File: config.mk
export PLATFORM = sky130hd
export DESIGN_NAME = alu_share_arbiter
export DESIGN_NICKNAME = d
export VERILOG_FILES = /design/src/rtl/alu_pkg.sv /design/src/rtl/alu_share_arbiter_alu.sv /design/src/rtl/alu_share_arbiter.sv
export SDC_FILE = /design/constraint.sdc
export NUM_CORES = 1
export LEC_CHECK = 0
export ABC_AREA = 1
export CORE_AREA = 2 2 128 93
export CTS_CLUSTER_DIAMETER = 40
export DETAILED_ROUTE_END_ITERATION = 10
export DIE_AREA = 0 0 130 95
export PLACE_DENSITY = 0.78
export REMOVE_ABC_BUFFERS = 1
export SLEW_MARGIN = 30
export SYNTH_ARGS = -nofsm -noshare
export SYNTH_HDL_FRONTEND = slang
export SYNTH_SLANG_ARGS = --single-unit
File: constraint.sdc
create_clock -name clk -period 3.6 [get_ports clk]
set_input_delay 0.54 -clock clk [delete_from_list [all_inputs] [get_ports clk]]
set_output_delay 0.54 -clock clk [all_outputs]
set_load 0.01 [all_outputs]
File: src/rtl/alu_pkg.sv
// Shared definitions for the shared-ALU arbiter slice:
// ALU op encodings, FSM state enum and data width.
package alu_pkg;

   localparam int DW = 16;

   localparam logic [1:0] OP_ADD  = 2'b00;
   localparam logic [1:0] OP_SUB  = 2'b01;
   localparam logic [1:0] OP_AND  = 2'b10;
   localparam logic [1:0] OP_NOTB = 2'b11;

   typedef enum logic [1:0] {
      S_IDLE = 2'b00,
      S_EXEC = 2'b01,
      S_RESP = 2'b10
   } state_t;

endpackage

File: src/rtl/alu_share_arbiter_alu.sv
// ALU: combinational 16-bit add/sub/and/not-B.
// Ports: i_a, i_b operands, i_op op; o_y result, o_z/o_v/o_n flags (sub only).
module ALU
   import alu_pkg::*;
(
   input  logic [DW-1:0] i_a,
   input  logic [DW-1:0] i_b,
   input  logic [1:0]    i_op,
   output logic [DW-1:0] o_y,
   output logic          o_z,
   output logic          o_v,
   output logic          o_n
);

   logic [DW-1:0] w_diff;

   assign w_diff = i_a - i_b;

   always_comb begin
      o_y = '0;
      o_z = 1'b0;
      o_v = 1'b0;
      o_n = 1'b0;
      unique case (i_op)
         OP_ADD: o_y = i_a + i_b;
         OP_SUB: begin
            o_y = w_diff;
            o_z = (w_diff == '0);
            // signed overflow: operand signs differ and result sign flips from A
            o_v = (i_a[DW-1] != i_b[DW-1]) &&
                  (w_diff[DW-1] != i_a[DW-1]);
            o_n = w_diff[DW-1];
         end
         OP_AND:  o_y = i_a & i_b;
         OP_NOTB: o_y = ~i_b;
      endcase
   end

endmodule

File: src/rtl/alu_share_arbiter.sv
// Two requesters share one ALU via round-robin grant; IDLE/EXEC/RESP FSM.
// Ports: req_* per-requester requests, rsp_* result handshake, done_cnt0/1 counts.
module alu_share_arbiter
   import alu_pkg::*;
(
   input  logic            clk,
   input  logic            rst_n,
   input  logic [1:0]      req_valid,
   input  logic [2*DW-1:0] req_ain,
   input  logic [2*DW-1:0] req_bin,
   input  logic [3:0]      req_aluop,
   output logic [1:0]      req_ready,
   output logic            rsp_valid,
   input  logic            rsp_ready,
   output logic            rsp_id,
   output logic [DW-1:0]   rsp_out,
   output logic            rsp_z,
   output logic            rsp_v,
   output logic            rsp_n,
   output logic [7:0]      done_cnt0,
   output logic [7:0]      done_cnt1
);

   state_t        r_state;
   logic          r_last;
   logic          r_id;
   logic [DW-1:0] r_a;
   logic [DW-1:0] r_b;
   logic [1:0]    r_op;
   logic          r_rv;
   logic          r_rid;
   logic [DW-1:0] r_out;
   logic          r_z;
   logic          r_v;
   logic          r_n;
   logic [7:0]    r_cnt0;
   logic [7:0]    r_cnt1;

   logic          w_gnt;
   logic          w_take;
   logic [DW-1:0] w_y;
   logic          w_z;
   logic          w_v;
   logic          w_n;

   // on a tie, favour the requester that was not served last
   always_comb begin
      w_gnt = 1'b0;
      unique case (req_valid)
         2'b11:   w_gnt = ~r_last;
         2'b10:   w_gnt = 1'b1;
         default: w_gnt = 1'b0;
      endcase
   end

   assign w_take    = rst_n && (r_state == S_IDLE) && (|req_valid);
   assign req_ready = {w_take & w_gnt, w_take & ~w_gnt};

   ALU u_alu (
      .i_a  (r_a),
      .i_b  (r_b),
      .i_op (r_op),
      .o_y  (w_y),
      .o_z  (w_z),
      .o_v  (w_v),
      .o_n  (w_n)
   );

   always_ff @(posedge clk or negedge rst_n) begin
      if (!rst_n) begin
         r_state <= S_IDLE;
         r_last  <= 1'b1;
         r_id    <= 1'b0;
         r_a     <= '0;
         r_b     <= '0;
         r_op    <= '0;
         r_rv    <= 1'b0;
         r_rid   <= 1'b0;
         r_out   <= '0;
         r_z     <= 1'b0;
         r_v     <= 1'b0;
         r_n     <= 1'b0;
         r_cnt0  <= '0;
         r_cnt1  <= '0;
      end else begin
         unique case (r_state)
            S_IDLE: begin
               if (w_take) begin
                  r_a     <= w_gnt ? req_ain[2*DW-1:DW] : req_ain[DW-1:0];
                  r_b     <= w_gnt ? req_bin[2*DW-1:DW] : req_bin[DW-1:0];
                  r_op    <= w_gnt ? req_aluop[3:2] : req_aluop[1:0];
                  r_id    <= w_gnt;
                  r_last  <= w_gnt;
                  r_state <= S_EXEC;
               end
            end
            S_EXEC: begin
               r_out   <= w_y;
               r_z     <= w_z;
               r_v     <= w_v;
               r_n     <= w_n;
               r_rid   <= r_id;
               r_rv    <= 1'b1;
               r_state <= S_RESP;
            end
            S_RESP: begin
               if (rsp_ready) begin
                  r_rv    <= 1'b0;
                  r_state <= S_IDLE;
                  if (r_rid) r_cnt1 <= r_cnt1 + 8'd1;
                  else       r_cnt0 <= r_cnt0 + 8'd1;
               end
            end
            default: r_state <= S_IDLE;
         endcase
      end
   end

   assign rsp_valid = r_rv;
   assign rsp_id    = r_rid;
   assign rsp_out   = r_out;
   assign rsp_z     = r_z;
   assign rsp_v     = r_v;
   assign rsp_n     = r_n;
   assign done_cnt0 = r_cnt0;
   assign done_cnt1 = r_cnt1;

endmodule
== Word level (Yosys, flattened, before mapping) ==
Cells that the tools add are included.
Storage, ports and cells
  output and inout bits: 39
  bits in registers: 75
  word-level logic and storage cells: 62
  input bits: 73
Operators by class
  equal/unequal tests: 11
  bitwise operators: 7
  reductions and logical operators: 13
  mux-type cells: 13
  $add $sub $neg: 4
Operators with widths (number)
  $pmux 16 s4: 1
  $mux 16: 2
  $add 16x16->16: 1
  $add 8x1->8 const B: 2
  $and 16x16->16: 1
  $logic_not 16->1: 1
  $not 16->16: 1
  $sub 16x16->16: 1
  $eq 2x2->1 const B: 5
  $mux 2: 3
  $pmux 2 s3: 1
  $reduce_and 2->1: 3
  $reduce_and 3->1: 2
  $eq 2x1->1 const B: 2
  $logic_not 2->1: 2
  $mux 1: 4
  $ne 2x2->1 const B: 2
  $pmux 1 s2: 2
  $logic_and 1x1->1: 3
  $not 1->1: 3
  $and 1x1->1: 2
  $ne 1x1->1: 2
  $reduce_bool 2->1: 1
  $reduce_or 2->1: 1

== Logic depth before layout (Yosys ltp) ==
  depth in word-level cells: 5
  gate-level depth with buffers: 17
  depth with buffers taken out: 16

== Hierarchy ==
Synthesis repeated with hierarchy kept, for this count alone.
Second synthesis, totals
  cell total of the unflattened synthesis: 897
  area total of the unflattened synthesis: 5838.1 µm²
Modules (own cells, without submodules)
  alu_share_arbiter: cells each 467, area an instance 3547.2 µm², seq. area each 1878.1 µm², times used 1
  ALU: cells each 430, area an instance 2290.9 µm², seq. area each 0.0 µm², times used 1

== Least setup slack after synthesis ==
OpenSTA, ideal clock, no wires.
  path type: reg2reg
  from: register r_b[0]
  to: register r_out[14], in the netlist rsp_out[14]
  clock period less this slack: 1905 ps
  library setup time: 116 ps
  arrival time: 1789 ps
  stages on the path, launching flop included: 15
  slack: 1695 ps
  data required time: 3484 ps
  path buffers: 0
  cells stage by stage: dfrtp_1 ha_1 fa_1 inv_1 nand3_1 nand2_1 nand2_1 nand2_1 nand2_1 nand2_1 nand2_1 nand3_1 nand3_1 nand2_1 nand2_1
On the way
  longest elaborated chain between the ends: 2
  elaborated cells between the ends (all ways): 3
  classes of those cells: add/sub: 2; mux: 1
RTL lines
  start: declaration: RTL line alu_share_arbiter.sv:28  | logic [DW-1:0] r_b;
  start signal: assignment: RTL line alu_share_arbiter.sv:90  | r_b <= w_gnt ? req_bin[2*DW-1:DW] : req_bin[DW-1:0];
  $sub 16x16->16 / $add 16x16->16 (equally long branches): RTL line alu_share_arbiter_alu.sv:17, alu_share_arbiter_alu.sv:25
  $pmux 16 s4 *: RTL line alu_share_arbiter_alu.sv:24  | unique case (i_op)
  end signal: assignment: RTL line alu_share_arbiter.sv:98  | r_out <= w_y;
  end: declaration: RTL line alu_share_arbiter.sv:32  | logic [DW-1:0] r_out;
Every way passes the cells marked *; elsewhere a longest branch is shown, timed or not.
A chain may end at the register's enable or synchronous reset.

== Worst setup path in the final report ==
  from: input req_valid[0]
  to: output req_ready[1]
On the way
  longest elaborated chain between the ends: 3
  elaborated cells between the ends (all ways): 6
  classes of those cells: eq/ne: 2; mux: 1; bitwise: 1; reduce/logical: 2
RTL lines
  start: declaration: RTL line alu_share_arbiter.sv:8  | input logic [1:0] req_valid,
  $eq 2x2->1 / $reduce_or 2->1 (equally long branches): RTL line alu_share_arbiter.sv:49, alu_share_arbiter.sv:56
  $pmux 1 s2 / $logic_and 1x1->1 (equally long branches): RTL line alu_share_arbiter.sv:49, alu_share_arbiter.sv:56
  $and 1x1->1 *: RTL line alu_share_arbiter.sv:57  | assign req_ready = {w_take & w_gnt, w_take & ~w_gnt};
  end: declaration: RTL line alu_share_arbiter.sv:12  | output logic [1:0] req_ready,
Marked as above.

==> summary.txt <==
Yosys
  • Yosys warns: 0
  • Simple-Gate Fraction of Synth Area: 0.341
  • Main combinational cell family by area after synthesis: simple AND/OR/NAND/NOR gates
  • Mapped Area: between 5000 and 6000 um^2
  • Post-Synth Adder-Cell Area: 0.0832
  • Synth unique cells: 40
  • Mux share of post-synthesis cell area: 0.00207
  • Synth Register Bits: 75
  • Compound-gate portion of the synthesized area: 0.102
  • Post-Synth XOR/XNOR Area: 0.0306
  • Gate Count Post-Synth: around 800
  • Synthesized area per cell: around 7 um^2
  • Sequential share of the synthesized area: 0.345

STA
  • Achievable Freq: around 0.39 GHz
  • Headroom to the max-slew limit: 0.546
  • Final WS setup: 1010 ps
  • Worst slew pin tran: roughly 700 ps
  • Final Hold Fails: 0
  • Fin crit share: 0.718
  • Min Tclk post-route: 2590 ps
  • Fin. max-slew vios: 0
  • Endpoints failing setup: 0
  • Setup tns final: 0 ps
  • RSZ-0062 raised after global routing: no
  • WHS: around 270 ps
  • Clk_skew: roughly 6.4 ps

Power and ir drop
  • Total power: 6.64 mW
  • Peak supply drop: between 0.3 and 0.4 mV
  • Sw Share: 0.500
  • Net load switching power: ~3.3 mW
  • Clock power share: 0.148
  • Leak Pwr: ~3.5 nW
  • Reg power frac: 0.223
  • Comb pwr share: 0.628
  • Power per Cell Area: around 950 nW/um^2
  • Pint: roughly 3.3 mW

Worst setup path
  • Setup crit start: req_valid[0]
  • Arrival @ worst endpoint: around 2100 ps
  • CP required: 3060 ps
  • Crit Path Max Fanout: 3
  • RR Startpoint: r_a[0]
  • Critical path class: in2out
  • Worst Setup End Kind: primary output
  • Worst setup SP type: input port

Floorplanning
  • Die width: roughly 130 um
  • Std-Cell Rows: 33
  • Die footprint: roughly 12000 um^2
  • Effective utilization at floorplan: 0.483
  • Die Y: about 95 um
  • Core region area: about 11000 um^2
  • Number of I/O pins: approximately 110

Layout
  • Filler cell count: around 1.1k
  • Area delta synth->final: 28.7%
  • Post-route design area: between 7000 and 8000 um^2
  • Most frequent cells in the layout: nand2_1, clkdlybuf4s50_1, inv_1
  • Final Util: 0.622
  • # nets final: approximately 1000
  • ANT cells: 0
  • Most common cell after layout, fill and taps aside: nand2_1
  • Fin cells: 1053
  • Fraction of layout cells with a size suffix above 1: 0.0458

Global route
  • Vias in the first global route: 5154
  • Largest net degree at the start of global routing: 49
  • GRT Util Overall: 0.274
  • Initial antenna violation count: 0
  • Global route overflow: 0
  • First-pass GRT wire length: about 26000 um

Clock tree
  • H-tree Lvls: 3
  • Clk sinks: 75
  • Clock Path Buffers: 2
  • Worst skew pair latency: approximately 350 ps
  • Clk slew on worst S/H paths: 60 ps
  • Hold buffers post-CTS: 0
  • CTS buffer count: 9
  • CTS tree: built
  • Setup bufs post-CTS: 0
  • CTS Root Cell: clkbuf_16
  • Post-CTS sizing: 0

Place
  • Post-DP HPWL: about 12000 um
  • Post-placement cell area: between 6000 and 7000 um^2
  • # placed instances: between 1k and 1.5k
  • PortBufs: approximately 110
  • GPL Wtd Cong: just under 1
  • Post-place setup slack: ~960 ps

Drt
  • Drt drc: 0
  • Vias: 5455
  • Router iterations before antenna repair: 6
  • Wire per inst: 15.1 um
  • Via/cell ratio: a little over 5
  • Antenna-violating nets left: 0
  • Starting DRT DRC Count: between 500 and 600
  • Routed WL: 15900 um

Run status
  • Outcome: finished clean

Min path
  • Worst Hold Class: in2async

Job
  • Max-cap violation count: 0
-- final cells by class --
class / count / area, um^2 / share of cell area
clock buffer: 9 / 225 / 0.0321
clock inverter: 7 / 100 / 0.0143
inverter: 106 / 398 / 0.0568
multi-input combinational: 580 / 3040 / 0.434
sequential: 75 / 1880 / 0.268
tap: 157 / 196 / 0.0280
timing repair buffer: 119 / 1170 / 0.167
-- registers in the layout, indices dropped and copies added, names as in the netlist --
name       flops
done_cnt0      8
done_cnt1      8
r_a           16
r_b           16
r_id           1
r_last         1
r_op           2
r_state        2
rsp_id         1
rsp_n          1
rsp_out       16
rsp_v          1
rsp_valid      1
rsp_z          1
-- worst paths after layout --
path                            slack, ps  cells after the start      endpoint
worst max-delay path                 1010                      6  req_ready[1]
worst min-delay path                  270                      2   rsp_out[14]
max in group asynchronous            2420                      3        r_b[9]
worst min register to register        470                      2        r_last
worst max register to register       1290                     15   rsp_out[14]
min in group clk                      470                      2        r_last
-- synthesized netlist by cell type (all sizes together) --
cell type,n,share of area
o22a,1,0.0016
nand3b,3,0.0064
o22ai,6,0.0069
nor2,60,0.047
nor3,6,0.0074
a221oi,3,0.0048
nor4,1,0.0039
ha,33,0.076
clkbuf,6,0.0044
a311oi,1,0.0016
nand4,8,0.010
a41oi,3,0.0048
o211ai,20,0.028
nand2,286,0.20
clkinv,3,0.0021
o221ai,2,0.0032
xnor2,3,0.0048
buf,18,0.019
o21bai,6,0.0083
dfstp,1,0.0048
fa,2,0.0074
inv,103,0.071
and2,1,0.0011
o21ai,21,0.019
nand3,71,0.068
mux2,1,0.0021
xor2,16,0.026
dfrtp,74,0.34
a21oi,26,0.024
-- worst max-delay path, cell delays in order --
cell	delay, ps
clkdlybuf4s50_1	480
nor2_1	70
nor4_4	170
nand2_1	130
clkinv_1	110
clkdlybuf4s50_1	540
-- cell families after synthesis --
kind of cell | after synthesis
fa+ha+maj | 35
xor+xnor | 19
compound gates | 89
flops | 75
buf+inv | 130
simple gates | 436
mux | 1
-- metal layers --
| layer | global-route usage | part of all wire | vias to the layer above |
|---|---|---|---|
| met1 | 0.435 | 0.50 | 2503 |
| met4 | 0.0502 | 0.0075 | 0 |
| met3 | 0.0584 | 0.093 | 17 |
| met2 | 0.378 | 0.40 | 222 |
| li1 | - | - | 2713 |
| met5 | 0 | 0 | - |
-- power groups by stage --
stage	logic [mW]	clock network, mW	registers (mW)
6_report	4.17	0.983	1.48
5_1_grt	4.67	1.03	1.53
4_1_cts	4.08	0.998	1.48
3_5_place_dp	4.05	0	1.48
3_3_place_gp	4.03	0	1.48
2_1_floorplan	2.70	0	1.50
Note: power is estimated with default switching activity, not from simulation.
